## config.mk

```make
export PLATFORM = sky130hd
export DESIGN_NAME = axa_undo_stack
export DESIGN_NICKNAME = d
export VERILOG_FILES = /design/src/rtl/axa_undo_stack_pkg.sv /design/src/rtl/axa_undo_mem.sv /design/src/rtl/axa_undo_stack.sv
export SDC_FILE = /design/constraint.sdc
export NUM_CORES = 1
export LEC_CHECK = 0
export BUFFER_PORTS_ARGS = -buffer_cell sky130_fd_sc_hd__buf_2
export CAP_MARGIN = 5
export CORE_MARGIN = 5
export CORE_UTILIZATION = 50
export CTS_BUF_LIST = sky130_fd_sc_hd__clkbuf_4
export CTS_CLUSTER_DIAMETER = 30
export DETAILED_ROUTE_END_ITERATION = 8
export PLACE_DENSITY = 0.67
export RECOVER_POWER = 100
export SLEW_MARGIN = 0
export SYNTH_ARGS = -nofsm -noshare
export SYNTH_HDL_FRONTEND = slang
export SYNTH_SLANG_ARGS = --single-unit
```

## constraint.sdc

```tcl
create_clock -name clk -period 10 [get_ports clk]
set_input_delay 1.5 -clock clk [delete_from_list [all_inputs] [get_ports clk]]
set_output_delay 1.5 -clock clk [all_outputs]
set_load 0.03 [all_outputs]
```

## src/rtl/axa_undo_stack_pkg.sv

```systemverilog
// Shared AXA definitions used by the undo buffer and the pipeline around it.
//   WORD       : width of one AXA word
//   UNDO_DEPTH : default undo history depth
//   op_e       : opcode encoding; op_pushes() marks opcodes that push undo history
//   il_type_e  : instruction-layout class
//   SIG_*      : error bit positions in the pipeline's sticky signal word
package axa_undo_stack_pkg;

  localparam int WORD       = 16;
  localparam int UNDO_DEPTH = 16;

  typedef enum logic [3:0] {
    OP_NOP  = 4'h0,
    OP_ADD  = 4'h1,
    OP_SUB  = 4'h2,
    OP_XOR  = 4'h3,
    OP_LD   = 4'h4,
    OP_ST   = 4'h5,
    OP_JMP  = 4'h6,
    OP_LAND = 4'h7,
    OP_UND  = 4'h8,
    OP_COM  = 4'h9
  } op_e;

  // Bit 3 of the opcode is reserved for "does not push"; below that, anything
  // that overwrites a register or jumps must save the old value.
  localparam int OP_PUSHES = 3;

  typedef enum logic [1:0] {
    IL_RR  = 2'd0,
    IL_RI  = 2'd1,
    IL_UND = 2'd2,
    IL_SYS = 2'd3
  } il_type_e;

  localparam int SIG_OVF = 0;
  localparam int SIG_UNF = 1;
  localparam int SIG_PKE = 2;

  function automatic logic op_pushes(input op_e op);
    logic [3:0] raw;
    raw = op;
    return (raw[OP_PUSHES] == 1'b0) && (op != OP_NOP);
  endfunction

endpackage

```

## src/rtl/axa_undo_mem.sv

```systemverilog
// Undo storage: DEPTH x WIDTH array, one synchronous write port and two
// combinational read ports (top of stack and peek). Not reset, so it can be
// mapped onto a RAM later.
//   we/waddr/wdata : write port
//   raddr_top/rdata_top : read port for the top entry
//   raddr_pk/rdata_pk   : read port for indexed peeks
module axa_undo_mem import axa_undo_stack_pkg::*; #(
  parameter int WIDTH = WORD,
  parameter int DEPTH = UNDO_DEPTH,
  parameter int PTRW  = $clog2(DEPTH)
) (
  input  logic             clk,
  input  logic             we,
  input  logic [PTRW-1:0]  waddr,
  input  logic [WIDTH-1:0] wdata,
  input  logic [PTRW-1:0]  raddr_top,
  output logic [WIDTH-1:0] rdata_top,
  input  logic [PTRW-1:0]  raddr_pk,
  output logic [WIDTH-1:0] rdata_pk
);

  logic [WIDTH-1:0] mem_q [DEPTH];

  always_ff @(posedge clk) begin
    if (we) mem_q[waddr] <= wdata;
  end

  assign rdata_top = mem_q[raddr_top];
  assign rdata_pk  = mem_q[raddr_pk];

endmodule

```

## src/rtl/axa_undo_stack.sv

```systemverilog
// Undo stack for the reversible AXA pipeline. Circular history with
// occupancy tracking, overflow policy, underflow detection and registered
// indexed peeks relative to the top of stack.
//   clk, reset (async, active low)
//   push/push_data, pop, commit      : stack operations
//   top_data                         : combinational top entry (0 when empty)
//   peek_req/peek_idx -> peek_data/peek_valid/peek_err (one cycle later)
//   count/empty/full                 : occupancy
//   overflow/underflow               : single-cycle error pulses
module axa_undo_stack import axa_undo_stack_pkg::*; #(
  parameter int WIDTH     = WORD,
  parameter int DEPTH     = UNDO_DEPTH,
  parameter int PTRW      = $clog2(DEPTH),
  parameter bit OVERWRITE = 1'b1
) (
  input  logic             clk,
  input  logic             reset,
  input  logic             push,
  input  logic [WIDTH-1:0] push_data,
  input  logic             pop,
  output logic [WIDTH-1:0] top_data,
  input  logic             peek_req,
  input  logic [PTRW-1:0]  peek_idx,
  output logic [WIDTH-1:0] peek_data,
  output logic             peek_valid,
  output logic             peek_err,
  input  logic             commit,
  output logic [PTRW:0]    count,
  output logic             empty,
  output logic             full,
  output logic             overflow,
  output logic             underflow
);

  localparam logic [PTRW:0]   CNT_MAX = (PTRW+1)'(DEPTH);
  localparam logic [PTRW-1:0] ONE     = PTRW'(1);

  logic [PTRW-1:0]  sp_q, sp_d;
  logic [PTRW:0]    cnt_q, cnt_d;
  logic             ovf_q, ovf_d, unf_q, unf_d;
  logic [WIDTH-1:0] pk_data_q;
  logic             pk_vld_q, pk_err_q, pk_err;
  logic             we;
  logic [PTRW-1:0]  waddr, top_addr, pk_addr;
  logic [WIDTH-1:0] rd_top, rd_pk;

  assign empty    = (cnt_q == '0);
  assign full     = (cnt_q == CNT_MAX);
  assign top_addr = sp_q - ONE;
  assign pk_addr  = sp_q - ONE - peek_idx;
  assign pk_err   = ({1'b0, peek_idx} >= cnt_q);

  axa_undo_mem #(.WIDTH(WIDTH), .DEPTH(DEPTH), .PTRW(PTRW)) u_mem (
    .clk       (clk),
    .we        (we),
    .waddr     (waddr),
    .wdata     (push_data),
    .raddr_top (top_addr),
    .rdata_top (rd_top),
    .raddr_pk  (pk_addr),
    .rdata_pk  (rd_pk)
  );

  // Commit wins over everything; a push alongside it lands on the fresh
  // empty stack. push+pop on a non-empty stack is an in-place top replace.
  always_comb begin
    sp_d  = sp_q;
    cnt_d = cnt_q;
    we    = 1'b0;
    waddr = sp_q;
    ovf_d = 1'b0;
    unf_d = 1'b0;
    if (commit) begin
      cnt_d = '0;
      if (push) begin
        we    = 1'b1;
        sp_d  = sp_q + ONE;
        cnt_d = (PTRW+1)'(1);
      end
    end else if (push && pop) begin
      we = 1'b1;
      if (!empty) begin
        waddr = top_addr;
      end else begin
        unf_d = 1'b1;
        sp_d  = sp_q + ONE;
        cnt_d = (PTRW+1)'(1);
      end
    end else if (push) begin
      if (!full) begin
        we    = 1'b1;
        sp_d  = sp_q + ONE;
        cnt_d = cnt_q + 1'b1;
      end else begin
        ovf_d = 1'b1;
        if (OVERWRITE) begin
          we   = 1'b1;
          sp_d = sp_q + ONE;
        end
      end
    end else if (pop) begin
      if (!empty) begin
        sp_d  = sp_q - ONE;
        cnt_d = cnt_q - 1'b1;
      end else begin
        unf_d = 1'b1;
      end
    end
  end

  always_ff @(posedge clk or negedge reset) begin
    if (!reset) begin
      sp_q      <= '0;
      cnt_q     <= '0;
      ovf_q     <= 1'b0;
      unf_q     <= 1'b0;
      pk_data_q <= '0;
      pk_vld_q  <= 1'b0;
      pk_err_q  <= 1'b0;
    end else begin
      sp_q     <= sp_d;
      cnt_q    <= cnt_d;
      ovf_q    <= ovf_d;
      unf_q    <= unf_d;
      pk_vld_q <= peek_req;
      pk_err_q <= peek_req && pk_err;
      // Peek reads pre-edge sp, so it never sees this cycle's push/pop.
      if (peek_req) pk_data_q <= pk_err ? '0 : rd_pk;
    end
  end

  assign top_data   = empty ? '0 : rd_top;
  assign count      = cnt_q;
  assign overflow   = ovf_q;
  assign underflow  = unf_q;
  assign peek_data  = pk_data_q;
  assign peek_valid = pk_vld_q;
  assign peek_err   = pk_err_q;

endmodule

```

* Word-level counts from Yosys, hierarchy flattened *
Memories as Yosys holds them, arrays and structs flattened.
Cells that the tools add are included.

storage, ports and cells
  bits of input ports = 26
  word-level logic and storage cells = 59
  memories kept = 1
  bits in writable memories = 256
  bits in registers = 29
  output and inout port bits = 43

memory list
  name         depth  bits a word  rd ports  clocked after memory_dff  write ports  RTL line            text
  u_mem.mem_q  16     16           2         0                         1            axa_undo_mem.sv:22  logic [WIDTH-1:0] mem_q [DEPTH];

operators by class
  mux-type cells = 33
  equality and inequality tests = 5
  reduce and logical (&&, ||, !) cells = 7
  add/sub/neg operators = 5
  $lt $le $gt $ge = 1

operators by type and width
  operator                                                count
  2-to-1 mux 4 bit                                        9
  2-to-1 mux 5 bit                                        7
  2-to-1 mux 16 bit                                       2
  2-to-1 mux 1 bit                                        15
  inequality test 4 x 3 -> 1 bit (second input constant)  2
  adder 5 x 1 -> 5 bit (second input constant)            1
  equality test 5 bit (second input constant)             1
  greater-or-equal comparator 4 x 5 -> 1 bit              1
  zero test 5 bit                                         1
  subtractor 5 x 1 -> 5 bit (second input constant)       1
  adder 4 x 1 -> 4 bit (second input constant)            1
  AND reduction 4 bit                                     1
  nonzero test 4 bit                                      1
  subtractor 4 x 1 -> 4 bit (second input constant)       1
  subtractor 4 bit                                        1
  inequality test 3 bit (second input constant)           1
  AND reduction 3 bit                                     1
  nonzero test 3 bit                                      1
  logical AND 1 bit                                       2
  inequality test 2 bit (second input constant)           1

* Longest topological paths before layout *
Gate-level depths: netlist of the first run.

  depth after elaboration = 6
  mapped depth = 16

* By module *
A second synthesis of the first run with hierarchy kept.

unflattened totals
  cells, all modules = 765
  area, all modules = 13,691.9 µm²

by module, submodules not included
  module          cells each  sequential area each (µm²)  times used  area an instance (µm²)
  axa_undo_mem    553         7,687.4                     1           11,695.0
  axa_undo_stack  212         725.7                       1           1,996.9

* Worst setup path after synthesis of the first run *
OpenSTA, ideal clock, no wires.

  kind = register to output
  start point = register sp_q[0]
  end point = output top_data[0]
  required time = 8.500 ns
  path buffers = 5
  cell stages (with the launch flop) = 11
  arrival time = 3.356 ns
  setup slack = 5.144 ns
  cells stage by stage = dfrtp_1 > buf_2 > buf_2 > buf_2 > inv_1 > ha_1 > clkbuf_1 > buf_1 > clkinv_1 > mux2i_1 > a211oi_1

between the ends
  longest elaborated chain between the ends = 3

RTL lines
  element                    RTL line               text
  start: declaration         axa_undo_stack.sv:38   logic [PTRW-1:0] sp_q, sp_d;
  start signal: assignment   axa_undo_stack.sv:121  sp_q <= sp_d;
  subtractor 4 x 1 -> 4 bit  axa_undo_stack.sv:49   assign top_addr = sp_q - ONE;
  memory (16 x 16 bit)       n/a
  2-to-1 mux 16 bit          axa_undo_stack.sv:132  assign top_data = empty ? '0 : rd_top;
  end: declaration           axa_undo_stack.sv:21   output logic [WIDTH-1:0] top_data,

No other way between the ends.

* Worst setup path after layout of the first run *
  start point = register sp_q[0]
  end point = output top_data[2]

Same word-level chain as after synthesis.

==> flow_summary.yaml, run 1 <==
outcome:
  status: "complete, but fails checks"
  violations: "capacitance limit, slew limit"
die:
  io_pins: 69
  die_h_um: 174
  die_w_um: 174
  die_area_um2: 30400
  rows: 60
  initial_core_util_pct: 50.5
  core_area_um2: 26800
cells_and_area:
  final_nets: 887
  final_area_um2: 15200
  area_growth_pct: 12.4
  drive_gt1_share_pct: 32.5
  layout_commonest_cell: "edfxtp_1"
  layout_common_cells: "edfxtp_1, mux4_2, clkbuf_4, clkbuf_1, nand2_1"
  utilization_pct: 56.7
cts:
  cts_buffers: 76
  cts_setup_buffers: 0
  insertion_delay_ns: 0.71
  cts.path.max_buffers: 3
  clock-sinks: 285
  cts_root_buffer: "clkbuf_4"
  cts_tree: "done"
  htree_levels: 3
  postCtsHoldBufs: 0
  post_cts_resized: 0
  clk_pin_slew_ns: 0.06
drt:
  drc: 0
  dr.pass1.iters: 5
  wl_per_cell_um: 29.5
  wl_mm: 37.0
  via_count: 8206
  ant_nets: 0
  dr.first_iter.drc_count: 783
  viasPerCell: 6.55
synthesis:
  synth_edf_count: 256
  yosysTopAreaCellShare_pct: 56.8
  syn_area_um2: 13500
  synthCells: 731
  yosysTopAreaCell: "edfxtp_1"
  synth_nets: 771
  yosys.cell_types.count: 48
  seq_area_frac_synth_pct: 62.2
  synth_seq_cells: 285
  async_flop_share_pct: 10.2
  synth-warning-count: 0
  ys.flop_type: "edfxtp_1"
  synth_area_leaders: "edfxtp_1, mux4_2, dfrtp_1"
  syn_area_per_cell_um2: 18.5
placed_design:
  place_area_um2: 14300
  dp_hpwl_mm: 20.8
  gp_congestion: 0.802
  port_buffers: 68
worst_setup_path:
  critPathCaptureType: "output pin"
  arrival_ns: 5.42
  critPathMaxFanout: 63
  start_kind: "flop"
  path_class: "reg -> out"
  required_ns: 8.50
timing:
  rsz0062_at_grt: "false"
  max_freq_mhz: 145
  tightest_slew_ns: 2.73
  fin_tns_setup_ns: 0
  skew_ns: 0.0405
  timing.final.crit_share_pct: 69.2
  post-route-min-period_ns: 6.92
  slew_violations: 270
  setup_viol: 0
  slew_headroom_pct: -82.7
  hold_violations: 0
grt:
  grt_usage_pct: 24.5
  grt-ovfl-total: 0
  grt_max_degree: 65
  antenna_found_initial: 3
  grt_pass1_vias: 8528
  grt_pass1_wl_mm: 54.4
hold_path:
  hold_path.class: "reg -> reg"
job:
  maxCapViolations: 14
Yosys cell counts, types with 6 or more instances:
| cell type | n |
|---|---|
| a32o_1 | 16 |
| a211oi_1 | 7 |
| o21ai_0 | 6 |
| clkbuf_1 | 25 |
| nor2b_1 | 17 |
| mux2i_1 | 20 |
| nand3_1 | 19 |
| nor2_1 | 20 |
| dfrtp_1 | 29 |
| edfxtp_1 | 256 |
| nor3_1 | 11 |
| mux4_2 | 141 |
| buf_2 | 14 |
| ha_1 | 12 |
| inv_1 | 14 |
| nand2_1 | 56 |
| a21oi_1 | 6 |
| xnor2_1 | 9 |
flip-flops by register name, indices dropped and copies added (netlist names):
| register | count |
|---|---|
| underflow | 1 |
| overflow | 1 |
| count | 5 |
| peek_data | 16 |
| u_mem.mem_q | 256 |
| peek_valid | 1 |
| sp_q | 4 |
| peek_err | 1 |
area by class of cell:
| class | instances | area, um^2 |
|---|---|---|
| inverter | 16 | 60.1 |
| clock buffer | 110 | 826 |
| antenna | 2 | 5.00 |
| clock inverter | 31 | 243 |
| timing repair buffer | 85 | 355 |
| multi-input combinational | 383 | 4870 |
| fill | 2101 | 11600 |
| tap | 341 | 427 |
| sequential | 285 | 8410 |
kinds of logic (layout without fill, tap and decap cells):
family / Yosys count / after routing / share of synthesized area, %
xor+xnor: 15 / 15 / 1.30
buf+inv: 63 / 242 / 2.07
mux: 161 / 161 / 25.0
flops: 285 / 285 / 62.2
simple gates: 133 / 133 / 4.56
other cells: 0 / 2 / 0
fa+ha+maj: 14 / 14 / 1.41
compound gates: 60 / 60 / 3.51
per-layer routing:
| metal | global-route usage (%) | routed length (um) | up-vias | part of all wire [%] |
|---|---|---|---|---|
| li1 | - | - | 3358 | - |
| met1 | 31.8 | 13800 | 4267 | 37 |
| met2 | 40.4 | 18500 | 506 | 50 |
| met3 | 6.72 | 3730 | 75 | 10 |
| met4 | 8.28 | 926 | 0 | 2.5 |
| met5 | 0 | 0 | - | 0 |
worst paths after layout:
kind	from	end	slack, ns	cells past startpoint
setup / recovery	sp_q[0]	top_data[2]	3.08	7
hold / removal	peek_data[11]	peek_data[11]	0.49	1
min in group asynchronous	reset	peek_data[9]	1.42	1
max in group asynchronous	reset	peek_data[14]	7.36	1
setup reg to reg	sp_q[0]	u_mem.mem_q[8][1]	3.17	7
hold reg to reg	peek_data[11]	peek_data[11]	0.49	1
worst max-delay path, cell delays in order (launching register included):
cell and delay [ns]:
dfrtp_1 1.71, inv_1 0.35, ha_2 0.45, buf_4 0.73
clkinv_1 0.53, mux2i_1 0.23, a211oi_1 0.37, clkbuf_1 0.37
through the flow:
stage / instances / hold WS [ns] / setup WS, ns
after floorplan: 731 / 0.561 / 5.14
after detailed placement: 1110 / 0.474 / 4.92
after global routing: 1253 / 0.523 / 2.59
final: 1253 / 0.490 / 3.08
after CTS: 1251 / 0.488 / 4.18
after global placement: 1110 / 0.475 / 4.94
Power of run 1 is left out: the tool's default activity adds up to more than one toggle a clock period on the data nets, which glitch-free logic cannot reach.
==> run 2: changes to the inputs <==
PLACE_DENSITY = 0.7   (was 0.67)
clock period = 5.81 ns   (was 10 ns; I/O delays follow)
==> run 2 against run 1 <==
  * The run still ends with capacitance limit, slew limit left
  * Count of clock-buffer cells in the layout shrank 3
  * Worst hold slack got worse by 0.11 ns
  * Clock skew barely moved
  * Global-route usage down 1.3 points
==> flow_summary.yaml, run 2 (synthesis gave the netlist of run 1 again) <==
outcome:
  status: "complete, but fails checks"
  violations: "capacitance limit, slew limit"
job:
  maxCapViolations: 2
die:
  core_area_um2: 26800
  die_w_um: 174
  die_h_um: 174
  io_pins: 69
  die_area_um2: 30400
  rows: 60
  initial_core_util_pct: 50.5
placed_design:
  dp_hpwl_mm: 21.4
  gp_congestion: 0.857
  port_buffers: 68
cells_and_area:
  layout_commonest_cell: "edfxtp_1"
  diodes: 0
  top_register: "u_mem.mem_q"
  area_growth_pct: 12.4
  largest_reg_flops: 256
  layout_common_cells: "edfxtp_1, mux4_2, clkbuf_4, clkbuf_1, nand2_1"
  drive_gt1_share_pct: 31.7
  utilization_pct: 56.7
  final_nets: 899
timing:
  tightest_slew_ns: 1.82
  timing.final.crit_share_pct: 93.7
  setup_viol: 0
  hold_violations: 0
  rsz0062_at_grt: "false"
  slew_headroom_pct: -21.4
  holdWs_ns: 0.378
  fin_tns_setup_ns: 0
  max_freq_mhz: 184
  slew_violations: 47
  skew_ns: 0.0401
  post-route-min-period_ns: 5.44
cts:
  cts_buffers: 79
  cts_setup_buffers: 0
  htree_levels: 3
  post_cts_resized: 0
  cts_root_buffer: "clkbuf_4"
  clk_pin_slew_ns: 0.06
  cts.path.max_buffers: 3
  clock-sinks: 285
  postCtsHoldBufs: 0
  insertion_delay_ns: 0.69
  cts_tree: "done"
drt:
  wl_mm: 34.6
  dr.pass1.iters: 5
  viasPerCell: 6.43
  drc: 0
  ant_nets: 0
  dr.first_iter.drc_count: 858
  via_count: 8074
  wl_per_cell_um: 27.6
worst_setup_path:
  r2r-start: "sp_q[0]"
  start_kind: "flop"
  worst_r2r_endpoint: "u_mem.mem_q[13][0]"
  critPathCaptureType: "flop"
  path_class: "reg -> reg"
  rrSetupSlack_ns: 0.37
  reg2reg_depth: 7
  critPathMaxFanout: 45
  arrival_ns: 5.71
  required_ns: 6.08
grt:
  grt_pass1_wl_mm: 52.9
  grt_max_degree: 55
  grt-ovfl-total: 0
  grt_usage_pct: 23.2
  antenna_found_initial: 1
  grt_pass1_vias: 8657
hold_path:
  whs_path_depth: 1
  hold_start: "peek_req"
  min_to: "peek_valid"
  hold_path.class: "in -> reg"
[run 2: final cells by class]
| type | instances | area (um^2) |
|---|---|---|
| flip-flops and latches | 285 | 8420 |
| multi-input cells | 383 | 4870 |
| repair buffers | 94 | 417 |
| clock buffers | 107 | 803 |
| inverters | 16 | 60.1 |
| clock inverters | 30 | 210 |
| well taps | 341 | 427 |
| fillers | 2079 | 11600 |
[run 2: worst max-delay path: stages, from the launching register on]
cell and delay, ns:
dfrtp_4 0.65, inv_1 0.17, ha_2 1.19, clkinv_1 0.62
nor3_1 0.29, o21ai_0 0.28, nor2_1 0.83, clkbuf_1 0.99
[run 2: through the flow]
stage	cells	setup slack, ns	instance area [um^2]
6_report	1256	0.368	15200
5_1_grt	1256	0.226	15200
3_3_place_gp	1119	1.35	14400
3_5_place_dp	1119	1.24	14400
4_1_cts	1256	0.527	15400
2_1_floorplan	731	1.40	13500
[run 2: worst max path at each step]
stage / startpoint / to / cells after the start
finish: sp_q[0] / u_mem.mem_q[13][0] / 7
global route: sp_q[0] / u_mem.mem_q[13][2] / 7
CTS: sp_q[0] / top_data[11] / 7
detailed placement: sp_q[0] / peek_data[9] / 9
global placement: sp_q[0] / top_data[12] / 7
floorplan: sp_q[0] / peek_data[2] / 16
[run 2: layer usage]
metal  routed length (um)  vias up  global-route usage (%)
met5                   13        -                       0
met4                  826        2                    7.72
met3                 3290       75                    5.15
met2                17300      449                    38.0
met1                13200     4188                    31.3
li1                     -     3360                       -
Power of run 2 is left out for the same reason.
==> run 3: changes to the inputs <==
CELL_PAD_IN_SITES_DETAIL_PLACEMENT = 0   (was not set)
CELL_PAD_IN_SITES_GLOBAL_PLACEMENT = 1   (was not set)
PLACE_DENSITY = not set   (was 0.7)
PLACE_DENSITY_LB_ADDON = 0.1   (was not set)
==> run 3 against run 2 <==
  * The run still ends with capacitance limit, slew limit left
  * Largest cell class unchanged
  * Global-route usage grew 0.89 points
  * Critical endpoint is now u_mem.mem_q[0][7]
  * Count of clock-buffer cells in the layout grew 1
  * Non-clock buffer count fell by 3
  * Critical path depth unchanged
  * Worst hold slack got worse by 0.021 ns
  * Highest routed layer unchanged
  * Final cell count increased by 0.32%
==> flow_summary.yaml, run 3 (synthesis gave the netlist of run 1 again) <==
die:
  die_area_um2: 30400
  io_pins: 69
  rows: 60
  die_w_um: 174
  core_area_um2: 26800
  initial_core_util_pct: 50.5
  die_h_um: 174
job:
  maxCapViolations: 10
worst_setup_path:
  path_delay_family: "simple AND/OR/NAND/NOR gates"
  critPathCaptureType: "flop"
  critPathMostFrequentCell: "buf_4"
  critPathMaxFanout: 44
  path_class: "reg -> reg"
  crit_path_cell_trace: "buf_4 > nor3_1 > xnor2_4 > buf_4 > o22ai_1 > a32oi_1 > nor2_1"
  cpMaxStageDelayCell: "nor2_1"
  critical_path_buf_inv_count: 2
  arrival_ns: 5.49
  start_kind: "flop"
  required_ns: 6.06
  slowest_delay_ns: 1.90
  rrSetupSlack_ns: 0.57
timing:
  slew_violations: 183
  hold_violations: 0
  tightest_slew_ns: 2.47
  slew_headroom_pct: -65.5
  timing.final.ws_setup_ns: 0.570
  setup_viol: 0
  fin_tns_setup_ns: 0
  max_freq_mhz: 191
  post-route-min-period_ns: 5.24
  skew_ns: 0.0364
  timing.final.crit_share_pct: 90.2
  rsz0062_at_grt: "false"
drt:
  drc: 0
  dr.pass1.iters: 5
  wl_per_cell_um: 28.5
  ant_nets: 0
  dr.first_iter.drc_count: 743
  wl_mm: 35.9
  viasPerCell: 6.35
  via_count: 8000
cts:
  cts_root_buffer: "clkbuf_4"
  cts_tree: "done"
  postCtsHoldBufs: 0
  post_cts_resized: 0
  clock-sinks: 285
  cts_setup_buffers: 0
  insertion_delay_ns: 0.72
  clk_pin_slew_ns: 0.06
  htree_levels: 3
  cts_buffers: 81
  cts.path.max_buffers: 3
placed_design:
  port_buffers: 68
  pre_cts_ws_ns: 1.54
  dp_hpwl_mm: 20.5
  gp_congestion: 0.765
cells_and_area:
  area_growth_pct: 12.4
  layout_commonest_cell: "edfxtp_1"
  final_nets: 898
  layout_common_cells: "edfxtp_1, mux4_2, clkbuf_4, clkbuf_1, nand2_1"
  largest_reg_flops: 256
  drive_gt1_share_pct: 33.9
  top_register: "u_mem.mem_q"
hold_path:
  hold_path.class: "in -> reg"
grt:
  grt_max_degree: 49
  antenna_found_initial: 3
  grt_pass1_vias: 8591
  grt_usage_pct: 24.1
  grt-ovfl-total: 0
  grt_pass1_wl_mm: 53.9
outcome:
  status: "complete, but fails checks"
  violations: "capacitance limit, slew limit"
-- run 3: worst reg2reg max path: cells and delay by family (launching register included) --
family	cells	cell delay, ns
AND/OR/NAND/NOR	2	2.24
AO/OA/AOI/OAI	2	0.35
XOR/XNOR	1	0.21
flip-flops	1	0.85
buffers and inverters	2	1.12
-- run 3: metal layers --
metal | GRT usage (%) | up-vias | routed length, um
met2 | 40.8 | 342 | 18500
met5 | 0 | - | 20
met4 | 7.85 | 2 | 773
met1 | 31.2 | 4229 | 14000
li1 | - | 3364 | -
met3 | 5.50 | 63 | 2580
-- run 3: worst paths after layout --
kind / endpoint / from / cells after the start
setup / recovery: u_mem.mem_q[0][7] / sp_q[0] / 7
hold / removal: peek_valid / peek_req / 1
hold reg to reg: peek_data[4] / peek_data[4] / 1
min in group asynchronous: peek_data[4] / reset / 1
max in group asynchronous: sp_q[0] / reset / 1
setup reg to reg: u_mem.mem_q[0][7] / sp_q[0] / 7
-- run 3: metrics by stage --
step / hold slack, ns / util, % / instances / instance area, um^2
after CTS: 0.284 / 57.4 / 1256 / 15400
after global routing: 0.316 / 56.7 / 1260 / 15200
final: 0.357 / 56.7 / 1260 / 15200
after floorplan: 0.561 / - / 731 / 13500
after global placement: 0.472 / 53.6 / 1116 / 14400
after detailed placement: 0.479 / 53.6 / 1116 / 14400
-- run 3: final cells by class --
type                            instances  area, um^2
Antenna cell                            4        10.0
Clock buffer                          108         811
Clock inverter                         32         203
Fill cell                            2129       11600
Inverter                               16        60.1
Multi-Input combinational cell        383        4880
Sequential cell                       285        8420
Tap cell                              341         427
Timing Repair Buffer                   91         393
Power of run 3 is left out for the same reason.
